[src/rtl/board_pkg.sv]
// Shared board types and constants for the board memory arbiters.
package board_pkg;

  localparam int BOARD_X = 12;
  localparam int BOARD_Y = 12;

  typedef logic [1:0] cell_t;
  localparam cell_t EMPTY = 2'b00;

  typedef enum logic {
    ST_IDLE  = 1'b0,
    ST_CLEAR = 1'b1
  } arb_state_e;

  typedef enum logic {
    REQ_A = 1'b0,
    REQ_B = 1'b1
  } req_sel_e;

endpackage

[src/rtl/board_sweep_ctr.sv]
// Row-major 2-D cell counter for the board-clear sweep; x wraps at X_SIZE, y at Y_SIZE.
// done_o flags that the counter currently sits on the last cell; nxt_addr_o is the following {y, x}.
module board_sweep_ctr #(
  parameter int XW     = 4,
  parameter int YW     = 4,
  parameter int X_SIZE = 12,
  parameter int Y_SIZE = 12
) (
  input  logic                clk,
  input  logic                rst,
  input  logic                start_i,
  input  logic                adv_i,
  output logic [YW+XW-1:0]    nxt_addr_o,
  output logic                done_o
);

  localparam logic [XW-1:0] X_LAST = XW'(X_SIZE - 1);
  localparam logic [YW-1:0] Y_LAST = YW'(Y_SIZE - 1);

  logic [XW-1:0] x_q, x_d, x_nxt;
  logic [YW-1:0] y_q, y_d, y_nxt;

  always_comb begin
    x_nxt = x_q + 1'b1;
    y_nxt = y_q;
    if (x_q == X_LAST) begin
      x_nxt = '0;
      y_nxt = (y_q == Y_LAST) ? '0 : y_q + 1'b1;
    end
    x_d = x_q;
    y_d = y_q;
    if (start_i) begin
      x_d = '0;
      y_d = '0;
    end else if (adv_i) begin
      x_d = x_nxt;
      y_d = y_nxt;
    end
  end

  always_ff @(posedge clk) begin
    if (!rst) begin
      x_q <= '0;
      y_q <= '0;
    end else begin
      x_q <= x_d;
      y_q <= y_d;
    end
  end

  assign nxt_addr_o = {y_nxt, x_nxt};
  assign done_o     = (x_q == X_LAST) && (y_q == Y_LAST);

endmodule

[src/rtl/board_port_arbiter.sv]
// Round-robin arbiter for board_mem port 1 between requesters A and B, plus the board-clear sweep.
// Grant one cycle after req, read data one cycle after grant; requests wait (req held) during a sweep.
module board_port_arbiter
  import board_pkg::*;
#(
  parameter int DATA_WIDTH   = 2,
  parameter int X_ADDR_WIDTH = 4,
  parameter int Y_ADDR_WIDTH = 4,
  parameter int X_SIZE       = BOARD_X,
  parameter int Y_SIZE       = BOARD_Y
) (
  input  logic                                 clk,
  input  logic                                 rst,
  input  logic                                 clear_req,
  output logic                                 clear_busy,
  output logic                                 clear_done,
  input  logic                                 a_req,
  input  logic [X_ADDR_WIDTH+Y_ADDR_WIDTH-1:0] a_addr,
  input  logic [DATA_WIDTH-1:0]                a_wdata,
  input  logic                                 a_w_nr,
  output logic                                 a_gnt,
  output logic                                 a_rvalid,
  input  logic                                 b_req,
  input  logic [X_ADDR_WIDTH+Y_ADDR_WIDTH-1:0] b_addr,
  input  logic [DATA_WIDTH-1:0]                b_wdata,
  input  logic                                 b_w_nr,
  output logic                                 b_gnt,
  output logic                                 b_rvalid,
  output logic [DATA_WIDTH-1:0]                rdata,
  output logic [X_ADDR_WIDTH+Y_ADDR_WIDTH-1:0] mem_addr,
  output logic [DATA_WIDTH-1:0]                mem_wdata,
  output logic                                 mem_w_nr,
  input  logic [DATA_WIDTH-1:0]                mem_rdata
);

  localparam int AW = X_ADDR_WIDTH + Y_ADDR_WIDTH;

  arb_state_e           state_q, state_d;
  req_sel_e             last_q, last_d;
  logic                 a_gnt_q, a_gnt_d, b_gnt_q, b_gnt_d;
  logic                 a_rv_q, a_rv_d, b_rv_q, b_rv_d;
  logic                 clear_done_q, clear_done_d;
  logic [AW-1:0]        mem_addr_q, mem_addr_d;
  logic [DATA_WIDTH-1:0] mem_wdata_q, mem_wdata_d;
  logic                 mem_w_nr_q, mem_w_nr_d;

  logic                 a_elig, b_elig, a_win, b_win;
  logic                 sweep_start, sweep_adv, sweep_done;
  logic [AW-1:0]        sweep_nxt;

  board_sweep_ctr #(
    .XW     (X_ADDR_WIDTH),
    .YW     (Y_ADDR_WIDTH),
    .X_SIZE (X_SIZE),
    .Y_SIZE (Y_SIZE)
  ) u_sweep (
    .clk        (clk),
    .rst        (rst),
    .start_i    (sweep_start),
    .adv_i      (sweep_adv),
    .nxt_addr_o (sweep_nxt),
    .done_o     (sweep_done)
  );

  // A requester whose grant is showing this cycle sits out, so a held req is not granted twice.
  assign a_elig = a_req & ~a_gnt_q;
  assign b_elig = b_req & ~b_gnt_q;
  assign a_win  = a_elig & (~b_elig | (last_q == REQ_B));
  assign b_win  = b_elig & ~a_win;

  always_comb begin
    state_d      = state_q;
    last_d       = last_q;
    a_gnt_d      = 1'b0;
    b_gnt_d      = 1'b0;
    a_rv_d       = a_gnt_q & ~mem_w_nr_q;
    b_rv_d       = b_gnt_q & ~mem_w_nr_q;
    clear_done_d = 1'b0;
    mem_addr_d   = mem_addr_q;
    mem_wdata_d  = mem_wdata_q;
    mem_w_nr_d   = 1'b0;
    sweep_start  = 1'b0;
    sweep_adv    = 1'b0;
    case (state_q)
      ST_IDLE: begin
        if (clear_req) begin
          state_d     = ST_CLEAR;
          sweep_start = 1'b1;
          mem_addr_d  = '0;
          mem_wdata_d = DATA_WIDTH'(EMPTY);
          mem_w_nr_d  = 1'b1;
        end else if (a_win) begin
          a_gnt_d     = 1'b1;
          last_d      = REQ_A;
          mem_addr_d  = a_addr;
          mem_wdata_d = a_wdata;
          mem_w_nr_d  = a_w_nr;
        end else if (b_win) begin
          b_gnt_d     = 1'b1;
          last_d      = REQ_B;
          mem_addr_d  = b_addr;
          mem_wdata_d = b_wdata;
          mem_w_nr_d  = b_w_nr;
        end
      end
      ST_CLEAR: begin
        if (sweep_done) begin
          state_d      = ST_IDLE;
          clear_done_d = 1'b1;
        end else begin
          sweep_adv   = 1'b1;
          mem_addr_d  = sweep_nxt;
          mem_wdata_d = DATA_WIDTH'(EMPTY);
          mem_w_nr_d  = 1'b1;
        end
      end
      default: state_d = ST_IDLE;
    endcase
  end

  always_ff @(posedge clk) begin
    if (!rst) begin
      state_q      <= ST_IDLE;
      last_q       <= REQ_B;
      a_gnt_q      <= 1'b0;
      b_gnt_q      <= 1'b0;
      a_rv_q       <= 1'b0;
      b_rv_q       <= 1'b0;
      clear_done_q <= 1'b0;
      mem_addr_q   <= '0;
      mem_wdata_q  <= '0;
      mem_w_nr_q   <= 1'b0;
    end else begin
      state_q      <= state_d;
      last_q       <= last_d;
      a_gnt_q      <= a_gnt_d;
      b_gnt_q      <= b_gnt_d;
      a_rv_q       <= a_rv_d;
      b_rv_q       <= b_rv_d;
      clear_done_q <= clear_done_d;
      mem_addr_q   <= mem_addr_d;
      mem_wdata_q  <= mem_wdata_d;
      mem_w_nr_q   <= mem_w_nr_d;
    end
  end

  assign clear_busy = (state_q == ST_CLEAR);
  assign clear_done = clear_done_q;
  assign a_gnt      = a_gnt_q;
  assign b_gnt      = b_gnt_q;
  assign a_rvalid   = a_rv_q;
  assign b_rvalid   = b_rv_q;
  assign rdata      = mem_rdata;
  assign mem_addr   = mem_addr_q;
  assign mem_wdata  = mem_wdata_q;
  assign mem_w_nr   = mem_w_nr_q;

endmodule

[config.mk]
export PLATFORM = sky130hd
export DESIGN_NAME = board_port_arbiter
export DESIGN_NICKNAME = d
export VERILOG_FILES = /design/src/rtl/board_pkg.sv /design/src/rtl/board_sweep_ctr.sv /design/src/rtl/board_port_arbiter.sv
export SDC_FILE = /design/constraint.sdc
export NUM_CORES = 1
export LEC_CHECK = 0
export CORE_MARGIN = 5
export CORE_UTILIZATION = 40
export DETAILED_ROUTE_END_ITERATION = 16
export DONT_BUFFER_PORTS = 1
export GPL_ROUTABILITY_DRIVEN = 0
export MAX_ROUTING_LAYER = met4
export PLACE_DENSITY_LB_ADDON = 0.1
export SYNTH_ARGS = -nofsm -noshare
export SYNTH_HDL_FRONTEND = slang
export SYNTH_HIERARCHICAL = 1
export SYNTH_SLANG_ARGS = --single-unit
[constraint.sdc]
create_clock -name clk -period 2.6 [get_ports clk]
set_input_delay 0.52 -clock clk [delete_from_list [all_inputs] [get_ports clk]]
set_output_delay 0.52 -clock clk [all_outputs]
set_load 0.005 [all_outputs]
==> reports/metrics.yaml, run 1 <==
status: "finished clean"
ys_ff_latch: 26
cp-start-kind: "register"
clock_path_buffers: 2
max_slew.worst_pin.slew_ns: 0.755
synth_compound_area_frac: 0.218
worstHoldPathType: "primary input to register"
avgRoutedWirePerCell_um: 16.2
io_pins: 48
h-tree-depth: 1
syn_area_per_cell_um2: 8.50
netlist_area_um2: 1420
synth_edf_count: 0
ys_types: 36
rows: 21
port_buffers: 0
synth_mux_area_frac: 0.0352
fmax_ghz: 0.459
comb_power_share: 0.105
dpl.hpwl_um: 2430
ys.flop_type: "dfxtp_1"
final_common_cell: "dfxtp_1"
synthesis.nets: 198
cts-resized-gates: 0
async_flop_share: 0
core_um2: 3390
finalNetCount: 193
setup_tns_ns: 0
gr-usage-all-layers: 0.136
clockPowerShare: 0.354
die_w_um: 69.6
viasPerCell: 5.77
synth_fa_ha_area_frac: 0.0176
layout_min_cycle_time_ns: 2.18
critical_path_class: "register to register"
maxSlewViolCount: 0
drive_gt1_frac: 0.0870
synthSimpleGateAreaFrac: 0.299
layout.cells.non_filler: 207
die_area_um2: 4840
cts_setup_buffers: 0
setup_viol: 0
dr_total_vias: 1195
grt_start_max_net_pins: 22
die_h_um: 69.6
yosysSeqAreaShare: 0.367
cts_hold_buffers: 0
initial_core_util: 0.419
gr-total-overflow: 0
crit_required_ns: 2.86
drt_iter0_drc: 38
cts.clk_slew.worst_paths_ns: 0.16
period_share: 0.838
power.density_nw_per_um2: 553
dp_cells: 203
rsz0062_at_grt: "no"
drc: 0
clk_latency_ns: 0.33
area_growth_pct: 3.17
fin_hold_ws_ns: 0.240
ir_worst_vdd_uv: 202
switchingPower_mw: 0.199
path_max_fanout: 7
yosys_warnings: 6
intPower_mw: 0.610
leakagePower_nw: 0.542
hold_viol_final: 0
cts_root_buf: "clkbuf_4"
crit_arrival_ns: 2.44
tritoncts: "yes"
wl_um: 3360
antenna_found_initial: 0
netSwitchingFraction: 0.246
pwr-share-seq: 0.541
worst_slack_ns: 0.422
drt-pass1-iter-count: 5
end_kind: "register"
cts_buffers: 3
synth_xor_area_frac: 0
drtAntennaViolNets: 0
final_cell_mix: "dfxtp_1 (26), nand3_1 (20), nand2_1 (16)"
insertedDiodeCount: 0
pre_cts_slack_ns: 0.438
grt_pass1_vias: 1068
clkSinkCount: 26
drv_cap: 0
grt_first_pass_wirelength_um: 5320
slew-limit-headroom: 0.495
synth_cells: 167
finalClockSkew_ns: 0.00677
synth_top_family_by_area: "simple AND/OR/NAND/NOR gates"
flip-flops by register name (all words and copies together) (netlist names), 2 cells and up:
register,count
mem_addr,8
mem_wdata,2
u_sweep/x_q,4
u_sweep/y_q,4
cell type report:
cell class	count	area, um2
Sequential cell	26	520
Clock inverter	1	30.0
Fill cell	350	1920
Multi-Input combinational cell	126	808
Clock buffer	3	22.5
Tap cell	46	57.6
Timing Repair Buffer	2	15.0
Inverter	3	11.3
worst paths after layout:
kind | cells past startpoint | to | from | slack (ns)
worst max-delay path | 7 | u_sweep/y_q[3] | u_sweep/x_q[0] | 0.42
worst min-delay path | 1 | last_q | rst | 0.24
worst max register to register | 7 | u_sweep/y_q[3] | u_sweep/x_q[0] | 0.42
worst min register to register | 2 | mem_wdata[1] | mem_wdata[1] | 0.51
worst max-delay path, stage by stage, from the launching register on:
cell	delay, ns
dfxtp_1	0.38
ha_1	0.29
nand3b_1	0.24
nor2_1	0.16
nor2b_1	0.28
nand4b_4	0.17
or4_1	0.43
a31oi_1	0.17
synth_stat cells, types with 4 or more instances:
| master | count | area [um2] |
|---|---|---|
| a21oi_1 | 5 | 25.0 |
| o21ai_0 | 7 | 35.0 |
| nand2_1 | 16 | 60.1 |
| nor2_1 | 10 | 37.5 |
| buf_4 | 5 | 37.5 |
| o21ai_1 | 8 | 40.0 |
| a21boi_1 | 9 | 67.6 |
| a31oi_1 | 10 | 62.6 |
| clkbuf_1 | 4 | 15.0 |
| nand3_1 | 20 | 100 |
| mux2i_1 | 5 | 50.1 |
| dfxtp_1 | 26 | 521 |
per-layer routing:
layer | global-route usage | routed length [um] | vias to the layer above
met5 | - | 0 | -
met1 | 0.180 | 1560 | 553
met2 | 0.204 | 1500 | 51
li1 | - | - | 589
met3 | 0.0362 | 277 | 2
met4 | 0.0390 | 19 | 0
power by group through the flow:
stage	registers, mW	logic (mW)	clock network [mW]
4_1_cts	0.439	0.0854	0.297
5_1_grt	0.442	0.0943	0.310
2_1_floorplan	0.439	0.0846	0
6_report	0.438	0.0849	0.286
3_3_place_gp	0.447	0.0839	0
3_5_place_dp	0.448	0.0851	0
stage by stage:
stage | power, mW | utilization | instance area (um2)
2_1_floorplan | 0.524 | - | 1420
3_3_place_gp | 0.531 | 0.417 | 1410
3_5_place_dp | 0.533 | 0.417 | 1410
4_1_cts | 0.822 | 0.432 | 1470
5_1_grt | 0.846 | 0.432 | 1470
6_report | 0.810 | 0.432 | 1470
cell families after synthesis:
kind of cell | count (synthesis)
buffers and inverters | 15
adder cells (fa/ha/maj) | 2
flip-flops | 26
AND/OR/NAND/NOR | 72
AO/OA/AOI/OAI | 47
multiplexers | 5
(Power assumes the default switching activity.)
==> inputs of run 2 (changes only) <==
- clock period: 2.6 -> 2 ns (I/O delays scaled with it)
==> run 2 against run 1 <==
Maximum frequency increased by 20%. Clock skew increased by 0.00086 ns. Critical path depth unchanged. Via count increased by 2.4%. Total power increased by 20%. Count of clock-buffer cells in the layout increased by 1. Combinational power increased by 46%. Core utilization increased by 1.4 points. First-iteration DRC count increased by 45%. Non-clock buffer count increased by 8. Worst setup slack got worse by 0.24 ns.
==> reports/metrics.yaml, run 2 (same netlist as run 1, synthesis figures left out) <==
status: "finished clean"
die_area_um2: 4840
use_met2: 0.243
crit_required_ns: 2.27
io_pins: 48
drt_iter0_drc: 55
tritoncts: "yes"
clk_latency_ns: 0.33
intPower_mw: 0.710
path_max_fanout: 8
slew-limit-headroom: 0.651
leakagePower_nw: 0.574
dr_total_vias: 1224
grt_pass1_vias: 1201
critPathTopFamily: "simple AND/OR/NAND/NOR gates"
clockPowerShare: 0.286
initial_core_util: 0.419
rsz0062_at_grt: "no"
avgRoutedWirePerCell_um: 16.4
worstRegToRegCells: 7
drtAntennaViolNets: 0
drc: 0
r2r-start: "u_sweep/y_q[0]"
period_share: 0.911
cp-start-kind: "register"
core_um2: 3390
cts_hold_buffers: 0
rows: 21
cts.clk_slew.worst_paths_ns: 0.15
drive_gt1_frac: 0.142
comb_power_share: 0.128
maxSlewViolCount: 0
gr-usage-all-layers: 0.149
critical_path.startpoint: "u_sweep/y_q[0]"
antenna_found_initial: 0
h-tree-depth: 1
power.density_nw_per_um2: 640
cp_cell_sequence: "ha_1 -> nand3b_1 -> nor2_1 -> nor2b_2 -> nand4b_4 -> or4_1 -> a31oi_1"
drv_cap: 0
area_growth_pct: 6.52
hold_viol_final: 0
worstReg2RegEnd: "u_sweep/y_q[3]"
holdPathStages: 1
ff2ff_setup_slack_ns: 0.18
port_buffers: 0
die_h_um: 69.6
netSwitchingFraction: 0.267
grt_first_pass_wirelength_um: 5760
grt_start_max_net_pins: 22
critPathMaxStageDelay_ns: 0.42
busiest_layer: "met2"
holdCritStartpoint: "rst"
critical_path_class: "register to register"
worstHoldPathType: "primary input to register"
cts_root_buf: "clkbuf_4"
finalClockSkew_ns: 0.00764
switchingPower_mw: 0.259
slowest_stage: "or4_1"
fin_hold_ws_ns: 0.119
crit_buf_inv: 0
met1_usage: 0.165
finalNetCount: 201
final_common_cell: "dfxtp_1"
fill_cells: 340
wl_um: 3520
grt_use_met3: 0.0681
gr-total-overflow: 0
clock_path_buffers: 2
cts_buffers: 3
drt-pass1-iter-count: 4
whs_endpoint: "last_q"
fmax_ghz: 0.549
placed_area_um2: 1460
ir_worst_vdd_uv: 396
layout_min_cycle_time_ns: 1.82
final_cell_mix: "dfxtp_1 (25), nand3_1 (20), nand2_1 (16)"
setup_tns_ns: 0
insertedDiodeCount: 0
end_kind: "register"
pwr-share-seq: 0.586
largest_register_ff_count: 8
fin_area_um2: 1510
dpl.hpwl_um: 2600
die_w_um: 69.6
viasPerCell: 5.69
crit_arrival_ns: 2.09
max_slew.worst_pin.slew_ns: 0.524
clkSinkCount: 26
setup_viol: 0
[run 2: how the worst max path moves through the flow]
stage	slack [ns]	cells after the start	endpoint
6_report	0.18	7	u_sweep/y_q[3]
5_1_grt	0.01	8	mem_addr[6]
4_1_cts	0.08	7	u_sweep/y_q[3]
3_5_place_dp	0.11	7	u_sweep/y_q[3]
3_3_place_gp	0.20	7	u_sweep/y_q[3]
2_1_floorplan	0.06	8	u_sweep/y_q[3]
[run 2: power groups by stage]
stage               Clock, mW  Combinational [mW]  Sequential, mW
finish                  0.277               0.124           0.567
global route            0.315               0.140           0.571
CTS                     0.284               0.122           0.568
detailed placement          0               0.121           0.579
global placement            0               0.118           0.578
floorplan                   0               0.110           0.571
[run 2: cell type report]
cell class | count | area [um2] | share of cell area
repair buffers | 10 | 75.1 | 0.0496
flip-flops and latches | 26 | 522 | 0.345
multi-input cells | 126 | 811 | 0.536
clock buffers | 4 | 36.3 | 0.0240
well taps | 46 | 57.6 | 0.0380
inverters | 3 | 11.3 | 0.00744
[run 2: routing by layer]
| layer | up-vias | part of all wire | wire length (um) |
|---|---|---|---|
| met2 | 43 | 0.47 | 1670 |
| met3 | 6 | 0.089 | 312 |
| met4 | 0 | 0.011 | 38 |
| met5 | - | 0 | 0 |
| met1 | 565 | 0.43 | 1500 |
| li1 | 610 | - | - |
[run 2: timing repair]
item | CTS | global route
setup endpoints to repair | 0 | 4
buffers inserted | 0 | 2
gates resized for setup | 0 | 2
[run 2: worst register-to-register path, cell delays in order, from the launching register on]
cell      delay, ns
dfxtp_2        0.38
ha_1           0.25
nand3b_1       0.14
nor2_1         0.08
nor2b_2        0.18
nand4b_4       0.15
or4_1          0.42
a31oi_1        0.17
[run 2: metrics by stage]
step,total power [mW],setup WS [ns],utilization,cells
global route,1.03,0.0149,0.446,215
detailed placement,0.700,0.105,0.430,209
finish,0.968,0.178,0.446,215
floorplan,0.681,0.0612,-,167
CTS,0.974,0.0771,0.441,213
global placement,0.696,0.196,0.430,209
==> inputs of run 3 (changes only) <==
- CORE_MARGIN: 5 -> 1
==> run 3 against run 2 <==
Register-to-register slack lost 0.06 ns. Core utilization shrank 0.51 points. Final cell count shrank 1.9%. Global-route usage grew 3.2 points. Non-clock buffer count shrank 4. Sequential share of layout area grew 0.58 points. Worst setup slack lost 0.062 ns. Critical path type unchanged. Critical endpoint unchanged. Highest routed layer unchanged.
==> reports/metrics.yaml, run 3 (same netlist as run 1, synthesis figures left out) <==
grt_use_met3: 0.0357
grt_pass1_vias: 1103
ir_worst_vdd_uv: 212
rows: 21
finish.utilization: 0.441
drt-pass1-iter-count: 4
cts_root_buf: "clkbuf_4"
clk_latency_ns: 0.32
fin_area_um2: 1480
wl_um: 3160
dp_cells: 207
drtAntennaViolNets: 0
status: "finished clean"
drt_iter0_drc: 43
area_growth_pct: 4.49
cts_setup_buffers: 0
power.total_mw: 0.959
r2r-start: "u_sweep/y_q[0]"
cts.clk_slew.worst_paths_ns: 0.14
setup_tns_ns: 0
maxSlewViolCount: 0
clock_path_buffers: 2
worstRegToRegCells: 7
core_um2: 3360
leakagePower_nw: 0.555
cts-resized-gates: 0
setup_viol: 0
dr_total_vias: 1190
port_buffers: 0
slew-limit-headroom: 0.647
power.density_nw_per_um2: 646
rsz0062_at_grt: "no"
cp-start-kind: "register"
max_slew.worst_pin.slew_ns: 0.530
drc: 0
cts_buffers: 3
insertedDiodeCount: 0
use_met2: 0.298
worstReg2RegEnd: "u_sweep/y_q[3]"
die_h_um: 61.6
drive_gt1_frac: 0.121
die_area_um2: 3790
clkSinkCount: 26
crit_arrival_ns: 2.15
grt_start_max_net_pins: 22
hold_viol_final: 0
viasPerCell: 5.64
holdCritStartpoint: "rst"
met1_usage: 0.212
layout_min_cycle_time_ns: 1.88
placed_area_um2: 1440
largest_register_ff_count: 8
antenna_found_initial: 0
ff2ff_setup_slack_ns: 0.12
critical_path_class: "register to register"
drv_cap: 0
die_w_um: 61.6
dpl.hpwl_um: 2320
avgRoutedWirePerCell_um: 15.0
finalClockSkew_ns: 0.00390
h-tree-depth: 1
holdPathStages: 1
gr-usage-all-layers: 0.181
io_pins: 48
final_cell_mix: "dfxtp_1 (26), nand3_1 (20), nand2_1 (16)"
initial_core_util: 0.422
crit_required_ns: 2.26
whs_endpoint: "last_q"
worstHoldPathType: "primary input to register"
period_share: 0.942
cts_hold_buffers: 0
final_common_cell: "dfxtp_1"
path_max_fanout: 8
fill_cells: 380
busiest_layer: "met2"
layout.cells.non_filler: 211
tritoncts: "yes"
gr-total-overflow: 0
grt_first_pass_wirelength_um: 4850
end_kind: "register"
finalNetCount: 197
fmax_ghz: 0.531
## run 3: worst max-delay path by stage
stage                   start        endpoint  slack, ns  depth (start not counted)
3_3_place_gp   u_sweep/y_q[0]  u_sweep/y_q[3]       0.13                          7
6_report       u_sweep/y_q[0]  u_sweep/y_q[3]       0.12                          7
3_5_place_dp   u_sweep/y_q[0]  u_sweep/y_q[3]       0.07                          7
5_1_grt        u_sweep/y_q[0]  u_sweep/y_q[3]      0.009                          7
4_1_cts        u_sweep/y_q[0]  u_sweep/y_q[3]       0.02                          7
2_1_floorplan  u_sweep/x_q[0]  u_sweep/y_q[3]       0.06                          8
## run 3: metal layers
metal	vias to the layer above	routed length, um	part of all wire
met2	30	1530	0.48
met3	4	142	0.045
met1	556	1460	0.46
li1	600	-	-
met5	-	0	0
met4	0	35	0.011
## run 3: where the power goes
part,internal (mW),switching (mW),leakage [nW],total [mW]
sequential,0.542,0.0244,0.212,0.566
clock,0.111,0.164,0.0210,0.275
combinational,0.0532,0.0644,0.322,0.118
total,0.706,0.253,0.555,0.959
## run 3: cell type report
cell class                      count  area, um2  area share
Timing Repair Buffer                6       45.0      0.0304
Clock buffer                        4       36.3      0.0245
Sequential cell                    26        520       0.351
Inverter                            3       11.3     0.00759
Multi-Input combinational cell    126        813       0.548
Tap cell                           46       57.6      0.0388
## run 3: per-stage QoR
stage / hold WS, ns / setup slack, ns
2_1_floorplan: 0.462 / 0.0612
3_3_place_gp: 0.466 / 0.131
3_5_place_dp: 0.471 / 0.0675
4_1_cts: 0.124 / 0.0243
5_1_grt: 0.124 / 0.00886
6_report: 0.128 / 0.116
## run 3: worst max-delay path, stage by stage (launching register included)
cell	delay [ns]
dfxtp_1	0.39
ha_1	0.26
nand3b_1	0.15
nor2_2	0.09
nor2b_2	0.17
nand4b_4	0.16
or4_1	0.42
a31oi_1	0.17
